### config.mk
export PLATFORM = sky130hd
export DESIGN_NAME = imem_loader
export DESIGN_NICKNAME = d
export VERILOG_FILES = /design/src/rtl/mips_pkg.sv /design/src/rtl/byte_word_packer.sv /design/src/rtl/imem_loader.sv
export SDC_FILE = /design/constraint.sdc
export NUM_CORES = 1
export LEC_CHECK = 0
export CORE_ASPECT_RATIO = 1.5
export CORE_UTILIZATION = 35
export DETAILED_ROUTE_END_ITERATION = 8
export MAX_ROUTING_LAYER = met4
export PLACE_DENSITY = 0.58
export SLEW_MARGIN = 20
export SYNTH_ARGS = -nofsm -noshare
export SYNTH_HDL_FRONTEND = slang
export SYNTH_SLANG_ARGS = --single-unit
### constraint.sdc
create_clock -name clk -period 2.9 [get_ports clk]
set_clock_uncertainty 0.05 [all_clocks]
set_input_delay 0.725 -clock clk [delete_from_list [all_inputs] [get_ports clk]]
set_output_delay 0.725 -clock clk [all_outputs]
set_load 0.01 [all_outputs]
### src/rtl/mips_pkg.sv
// Shared definitions for the instruction-memory loader and its helpers.
package mips_pkg;

    localparam int INSTR_W   = 32;
    localparam int HDR_BYTES = 2;

    typedef enum logic [2:0] {
        ST_IDLE   = 3'd0,
        ST_HDR_HI = 3'd1,
        ST_HDR_LO = 3'd2,
        ST_DATA   = 3'd3,
        ST_DONE   = 3'd4
    } ld_state_e;

endpackage

### src/rtl/byte_word_packer.sv
// Big-endian 4-byte shift assembler: each accepted byte shifts in at the
// bottom, and the 4th byte raises word_valid_o together with the full word.
module byte_word_packer
    import mips_pkg::*;
(
    input  logic               clk,
    input  logic               rst,
    input  logic               clr_i,
    input  logic               en_i,
    input  logic [7:0]         data_i,
    output logic [INSTR_W-1:0] word_o,
    output logic               word_valid_o
);

    logic [23:0] shift_q;
    logic [1:0]  cnt_q;

    // The word is complete as the 4th byte is presented, so the caller can
    // register it on the same edge that consumes the byte.
    assign word_o       = {shift_q, data_i};
    assign word_valid_o = en_i && (cnt_q == 2'd3);

    // Shift register and byte counter; a clear discards any partial word.
    always_ff @(posedge clk) begin
        // NOTE: clocked state uses non-blocking assignments so every register
        // samples pre-edge values, independent of statement order.
        if (rst || clr_i) begin
            shift_q <= '0;
            cnt_q   <= '0;
        end else if (en_i) begin
            shift_q <= word_o[23:0];
            cnt_q   <= cnt_q + 2'd1;
        end
    end

endmodule

### src/rtl/imem_loader.sv
// Loads the instruction memory from a byte stream: 16-bit big-endian word
// count followed by that many big-endian 32-bit words. The system top holds
// the core in reset with (rst | cpu_hold) and muxes im_we/im_addr/im_wdata
// onto the instruction-memory write port while the load runs.
module imem_loader
    import mips_pkg::*;
#(
    parameter int ADDR_W = 8
) (
    input  logic               clk,
    input  logic               rst,
    input  logic               start,
    input  logic [7:0]         in_data,
    input  logic               in_valid,
    output logic               in_ready,
    output logic               im_we,
    output logic [ADDR_W-1:0]  im_addr,
    output logic [INSTR_W-1:0] im_wdata,
    output logic               cpu_hold,
    output logic               busy,
    output logic               done,
    output logic               err
);

    localparam int DEPTH = 2 ** ADDR_W;

    ld_state_e          state_q, state_d;
    logic [15:0]        count_q, count_d;
    logic [15:0]        widx_q, widx_d;
    logic               im_we_q, im_we_d;
    logic [ADDR_W-1:0]  im_addr_q, im_addr_d;
    logic [INSTR_W-1:0] im_wdata_q, im_wdata_d;
    logic               cpu_hold_q, cpu_hold_d;
    logic               done_q, done_d;
    logic               err_q, err_d;
    logic               last_q, last_d;   // final word's write cycle

    logic               xfer;
    logic               pack_clr;
    logic               pack_en;
    logic [INSTR_W-1:0] pack_word;
    logic               pack_valid;
    logic [15:0]        hdr_n;
    logic               in_range;

    assign busy     = (state_q == ST_HDR_HI) || (state_q == ST_HDR_LO) ||
                      (state_q == ST_DATA);
    assign in_ready = busy;
    assign xfer     = in_valid && in_ready;
    assign pack_en  = xfer && (state_q == ST_DATA);
    assign hdr_n    = {count_q[15:8], in_data};
    // Words past the end of memory are consumed but never written.
    assign in_range = 32'(widx_q) < DEPTH;

    byte_word_packer u_packer (
        .clk          (clk),
        .rst          (rst),
        .clr_i        (pack_clr),
        .en_i         (pack_en),
        .data_i       (in_data),
        .word_o       (pack_word),
        .word_valid_o (pack_valid)
    );

    // Next-state and next-output logic for the load sequence.
    always_comb begin
        // NOTE: every signal gets a default first so no path leaves it
        // unassigned, which would otherwise infer a latch.
        state_d    = state_q;
        count_d    = count_q;
        widx_d     = widx_q;
        im_we_d    = 1'b0;
        im_addr_d  = im_addr_q;
        im_wdata_d = im_wdata_q;
        cpu_hold_d = cpu_hold_q;
        done_d     = done_q;
        err_d      = err_q;
        last_d     = 1'b0;
        pack_clr   = 1'b0;

        // One cycle after the final write strobe, release the core.
        if (last_q) begin
            done_d     = 1'b1;
            cpu_hold_d = 1'b0;
        end

        case (state_q)
            ST_IDLE, ST_DONE: begin
                if (start) begin
                    state_d    = ST_HDR_HI;
                    done_d     = 1'b0;
                    err_d      = 1'b0;
                    widx_d     = '0;
                    cpu_hold_d = 1'b1;
                    pack_clr   = 1'b1;
                end
            end
            ST_HDR_HI: begin
                if (xfer) begin
                    count_d[15:8] = in_data;
                    state_d       = ST_HDR_LO;
                end
            end
            ST_HDR_LO: begin
                if (xfer) begin
                    count_d = hdr_n;
                    if (hdr_n == 16'd0) begin
                        state_d    = ST_DONE;
                        done_d     = 1'b1;
                        cpu_hold_d = 1'b0;
                    end else begin
                        state_d = ST_DATA;
                        if (32'(hdr_n) > DEPTH) err_d = 1'b1;
                    end
                end
            end
            ST_DATA: begin
                if (pack_valid) begin
                    im_we_d = in_range;
                    if (in_range) begin
                        im_addr_d  = widx_q[ADDR_W-1:0];
                        im_wdata_d = pack_word;
                    end
                    widx_d = widx_q + 16'd1;
                    if (widx_q == count_q - 16'd1) begin
                        state_d = ST_DONE;
                        last_d  = 1'b1;
                    end
                end
            end
            default: state_d = ST_IDLE;
        endcase
    end

    // State and registered outputs; reset drops everything to zero.
    always_ff @(posedge clk) begin
        if (rst) begin
            state_q    <= ST_IDLE;
            count_q    <= '0;
            widx_q     <= '0;
            im_we_q    <= 1'b0;
            im_addr_q  <= '0;
            im_wdata_q <= '0;
            cpu_hold_q <= 1'b0;
            done_q     <= 1'b0;
            err_q      <= 1'b0;
            last_q     <= 1'b0;
        end else begin
            state_q    <= state_d;
            count_q    <= count_d;
            widx_q     <= widx_d;
            im_we_q    <= im_we_d;
            im_addr_q  <= im_addr_d;
            im_wdata_q <= im_wdata_d;
            cpu_hold_q <= cpu_hold_d;
            done_q     <= done_d;
            err_q      <= err_d;
            last_q     <= last_d;
        end
    end

    assign im_we    = im_we_q;
    assign im_addr  = im_addr_q;
    assign im_wdata = im_wdata_q;
    assign cpu_hold = cpu_hold_q;
    assign done     = done_q;
    assign err      = err_q;

endmodule

# Word-level counts from Yosys, hierarchy flattened

Cells that the tools add are included.

Register bits: 106
Input bits: 12
Output and inout port bits: 46
Word-level logic and storage cells: 82

Add/sub/neg operators: 3
Magnitude comparators: 2
Equal/unequal tests: 13
Multiplexer cells: 30
Bitwise gates (word level): 3
Reductions and logical operators: 18

Operators by type and width:

| operator                                                                 | count |
|---|---|
| 16-bit two-way mux                                                       | 2 |
| 16-bit case mux with 2 select lines                                      | 1 |
| 3-bit two-way mux                                                        | 6 |
| 16-bit by 1-bit adder with 16-bit output (second input constant)         | 1 |
| 16-bit == test                                                           | 1 |
| 16-bit by 9-bit > comparator with 1-bit output (second input constant)   | 1 |
| 16-bit logical NOT                                                       | 1 |
| 16-bit by 9-bit < comparator with 1-bit output (second input constant)   | 1 |
| 8-bit case mux with 2 select lines                                       | 1 |
| 16-bit by 1-bit subtractor with 16-bit output (second input constant)    | 1 |
| 1-bit two-way mux                                                        | 15 |
| 3-bit case mux with 4 select lines                                       | 1 |
| 2-bit inequality test (second input constant)                            | 5 |
| 5-bit AND reduction                                                      | 2 |
| 3-bit AND reduction                                                      | 3 |
| 8-bit two-way mux                                                        | 1 |
| 3-bit by 2-bit == test with 1-bit output (second input constant)         | 2 |
| 1-bit case mux with 2 select lines                                       | 3 |
| 2-bit by 1-bit inequality test with 1-bit output (second input constant) | 2 |
| 2-bit nonzero test                                                       | 2 |
| 3-bit by 1-bit == test with 1-bit output (second input constant)         | 1 |
| 3-bit == test (second input constant)                                    | 1 |
| 1-bit logical AND                                                        | 3 |
| 3-bit logical NOT                                                        | 1 |
| other kinds (7)                                                          | 11 |

# Logic depth before layout (Yosys ltp)

Gate-level depths: netlist of run 1.

Depth in word-level cells: 8
Gate-level depth with buffers: 10
Gate-level depth less buffers: 8

# Hierarchy

From an unflattened synthesis of run 1, not the netlist that was laid out.

Cell total of the unflattened synthesis: 570
Area total of the unflattened synthesis: 4805.9 um2

Modules (own cells, without submodules):

| module           | times used | cells an instance | area an instance (um2) | seq. area each (um2) |
|---|---|---|---|---|
| imem_loader      | 1          | 475               | 3766.1                 | 1601.5 |
| byte_word_packer | 1          | 95                | 1039.7                 | 520.5 |

# Least setup slack after synthesis of run 1

Ideal clock, no wire load.

Path type: input-to-reg
Start point: in in_valid
End point: reg state_q[1]
Library setup time: 0.115 ns
Arrival: 2.378 ns
Required time: 2.735 ns
Setup slack: 0.357 ns
Cell stages on the path: 7
Buffers on the path: 1
Cell sequence: clkbuf_1 and4b_1 nand4_1 or4_1 a2111oi_4 a41oi_1 and3_1

Cells in the longest elaborated chain, start to end: 5
Elaborated cells between the ends (all ways): 7
Those cells by class: 3 x eq/ne; 4 x reduce/logical

RTL lines:

| element                                | RTL line               | RTL |
|---|---|---|
| start: declaration                     | imem_loader.sv:14      | `input logic in_valid,` |
| 1-bit logical AND *                    | imem_loader.sv:49      | `assign xfer = in_valid && in_ready;` |
| 1-bit logical AND                      | imem_loader.sv:50      | `assign pack_en = xfer && (state_q == ST_DATA);` |
| 1-bit logical AND                      | byte_word_packer.sv:21 | `assign word_valid_o = en_i && (cnt_q == 2'd3);` |
| 2-bit inequality test (no source line) | --                     |  |
| 5-bit AND reduction (no source line) * | --                     |  |
| end signal: assignment                 | imem_loader.sv:149     | `state_q <= state_d;` |
| end: declaration                       | imem_loader.sv:27      | `ld_state_e state_q, state_d;` |

Every way passes the cells marked *; elsewhere a longest branch is shown, timed or not.
A chain may end at the register's enable or synchronous reset.

# Worst setup path in the final report of run 1

Start point: in start
End point: reg widx_q[14]

Cells in the longest elaborated chain, start to end: 2

RTL lines:

| element                                | RTL line           | RTL |
|---|---|---|
| start: declaration                     | imem_loader.sv:12  | `input logic start,` |
| 2-bit inequality test (no source line) | --                 |  |
| 3-bit AND reduction (no source line)   | --                 |  |
| end signal: assignment                 | imem_loader.sv:151 | `widx_q <= widx_d;` |
| end: declaration                       | imem_loader.sv:29  | `logic [15:0] widx_q, widx_d;` |

No other way between the ends.

==> results of run 1 <==
registers in the layout, indices dropped and copies added, names as in the netlist:
name,count
done,1
im_wdata,32
err,1
last_q,1
cpu_hold,1
count_q,16
u_packer.shift_q,24
im_we,1
im_addr,8
widx_q,16
state_q,3
u_packer.cnt_q,2
worst max-delay path, cell delays in order:
cell and delay, ps:
clkdlybuf4s50_1 530, or3b_4 400, a21boi_1 150, or4b_1 640
or3_1 360, a21oi_1 170
power by group:
group          leakage (uW)  total, uW  internal, uW  switching, uW
registers          0.000855       1490          1470           24.1
clock network      0.000156       1290           695            598
logic              0.000965        253           114            139
cells by family after synthesis:
kind of cell / synth area share [%]
adder cells (fa/ha/maj): 0.791
AO/OA/AOI/OAI: 15.8
AND/OR/NAND/NOR: 26.9
multiplexers: 1.69
flip-flops: 44.7
XOR/XNOR: 5.09
buffers and inverters: 4.99
layout make-up:
type	instances	share of cell area, %
sequential	106	36.1
clock inverter	7	1.58
multi-input combinational	436	40.6
timing repair buffer	84	13.7
clock buffer	9	3.83
inverter	12	0.766
tap	159	3.39
metal layers:
layer,routed length (um),up-vias
li1,-,2133
met1,5170,1987
met5,0,-
met4,178,0
met2,6630,74
met3,352,14
how the worst min path moves through the flow:
stage / startpoint / endpoint / cells past startpoint
2_1_floorplan: u_packer.shift_q[16] / im_wdata[24] / 2
3_3_place_gp: u_packer.shift_q[22] / im_wdata[30] / 2
3_5_place_dp: im_wdata[20] / im_wdata[20] / 2
4_1_cts: im_addr[1] / im_addr[1] / 2
5_1_grt: im_wdata[6] / im_wdata[6] / 2
6_report: im_wdata[28] / im_wdata[28] / 2
layout by cell type, fill, tap and decap left out, drive strengths merged, types with 3 or more instances in the layout:
cell,instances
xor2,8
and3,4
nand4,9
inv,16
nand2,162
nor3b,3
clkdlybuf4s50,56
clkbuf,9
ha,3
nor3,7
a21oi,85
or3,8
nor2b,3
o21ai,8
mux2i,8
a211oi,5
or4,7
buf,28
o211ai,3
nand4b,3
nand3,10
nor2,37
and2,3
xnor2,17
dfxtp,106
nor4,11
through the flow:
stage / cell area, um2 / power, uW / worst slack [ps]
2_1_floorplan: 4740 / 1680 / 357
6_report: 5880 / 3040 / 152
5_1_grt: 5880 / 3150 / 81.9
3_3_place_gp: 5560 / 1770 / -116
3_5_place_dp: 5560 / 1780 / -185
4_1_cts: 5880 / 3060 / 178
==> metrics.cfg, run 1 <==
[outcome]
status = completed

[floorplan]
chipWidth_um = 97.1
dieHeight_um = 145
fp.coreArea_um2 = 13100
start_util_pct = 36.3
pin_count = 58
num_rows = 51
dieArea_um2 = 14000

[grt]
grt_max_degree = 42
grt_util_met1_pct = 21.2
busiest_layer = met2
grt_remaining_overflow = 0
grt_util_met3_pct = 2.75
grt_pass1_wl_mm = 20.2
grt_util_met2_pct = 33.3
antenna_found_initial = 0
first_global_vias = 4055
grt_use_total_pct = 18.7

[clock_tree]
clk_pin_slew_ps = 70
cts_buffers = 9
h-tree-depth = 3
cts_resized = 0
cts_sinks = 106
clk_latency_ps = 350
cts_setup_buffers = 0
cts_tree = yes
cts_root_buf = clkbuf_16
cts_buffer_depth = 2
postCtsHoldBufs = 0

[sta]
fin_crit_sh_pct = 94.8
drv_slew = 0
rsz0062_at_grt = false
setup_viol = 0
timing.hold.ws_ps = 403
min_period_ps = 2750
worstMarginPinSlew_ps = 538
tns_ps = 0
slew-limit-headroom_pct = 63.8
hold_viol_final = 0
fmaxAchievable_mhz = 364

[logic_synthesis]
synth_edf_count = 0
yosysWarnings = 0
yosys.area.top_type = dfxtp_1
avgSynthCellArea_um2 = 7.93
synth_cells = 598
synth_top_area_share_pct = 44.7
ys_types = 63
ys.flop_type = dfxtp_1
syn_area_um2 = 4740
synth_most_common_cell = nand2_1
netlist_top_cells_area = dfxtp_1, nand2_1, a21oi_1
ys_ff_latch = 106
async_flop_share_pct = 0
syn_nets = 613
synthTopCellsByCount = nand2_1, dfxtp_1, a21oi_1
ys_seq_area_share_pct = 44.7

[worst_setup_path]
start_kind = input port
crit_path_end = widx_q[14]
rr_worst_depth = 7
reg2reg_to = state_q[1]
regToRegStartpoint = count_q[0]
worstPathMaxFanout = 7
cp.arrival_ps = 2980
worstSetupPathType = input port to flip-flop
end_kind = flip-flop
crit_required_ps = 3130
r2r_slack_ps = 290
crit_start = start

[place]
placed_cells = 797
io_buffers = 57
place_hpwl_mm = 9.14
place.gp.congestion = 0.920

[power_and_ir_drop]
powerDensity_nw_per_um2 = 517
max-vdd-ir-drop_mv = 0.287
p_leak_uw = 0.00198

[min_path]
min_path_type = flip-flop to flip-flop

[drt]
drt-initial-drc-count = 157
drt-vias-per-instance = 5.18
drc_errors = 0
antenna_left = 0
dr.pass1.iters = 4
num_vias = 4208
wire_per_inst_um = 15.2
wirelength_mm = 12.3

[layout]
regArea_um2 = 2120
final_util_pct = 44.9
syn_to_final_growth_pct = 23.9
final_nets = 664
multi_input_area_um2 = 2390
diodes = 0
instances_no_fill = 813
drive_gt1_share_pct = 8.72
fillers = 1298

[run]
cap_violations = 0

Note: power is estimated with default switching activity, not from simulation.
==> inputs of run 2 (changes only) <==
Settings changed: HOLD_SLACK_MARGIN from default to 0.15.
==> results of run 2 <==
The final DEF is identical to that of run 1; final timing and power are the same.
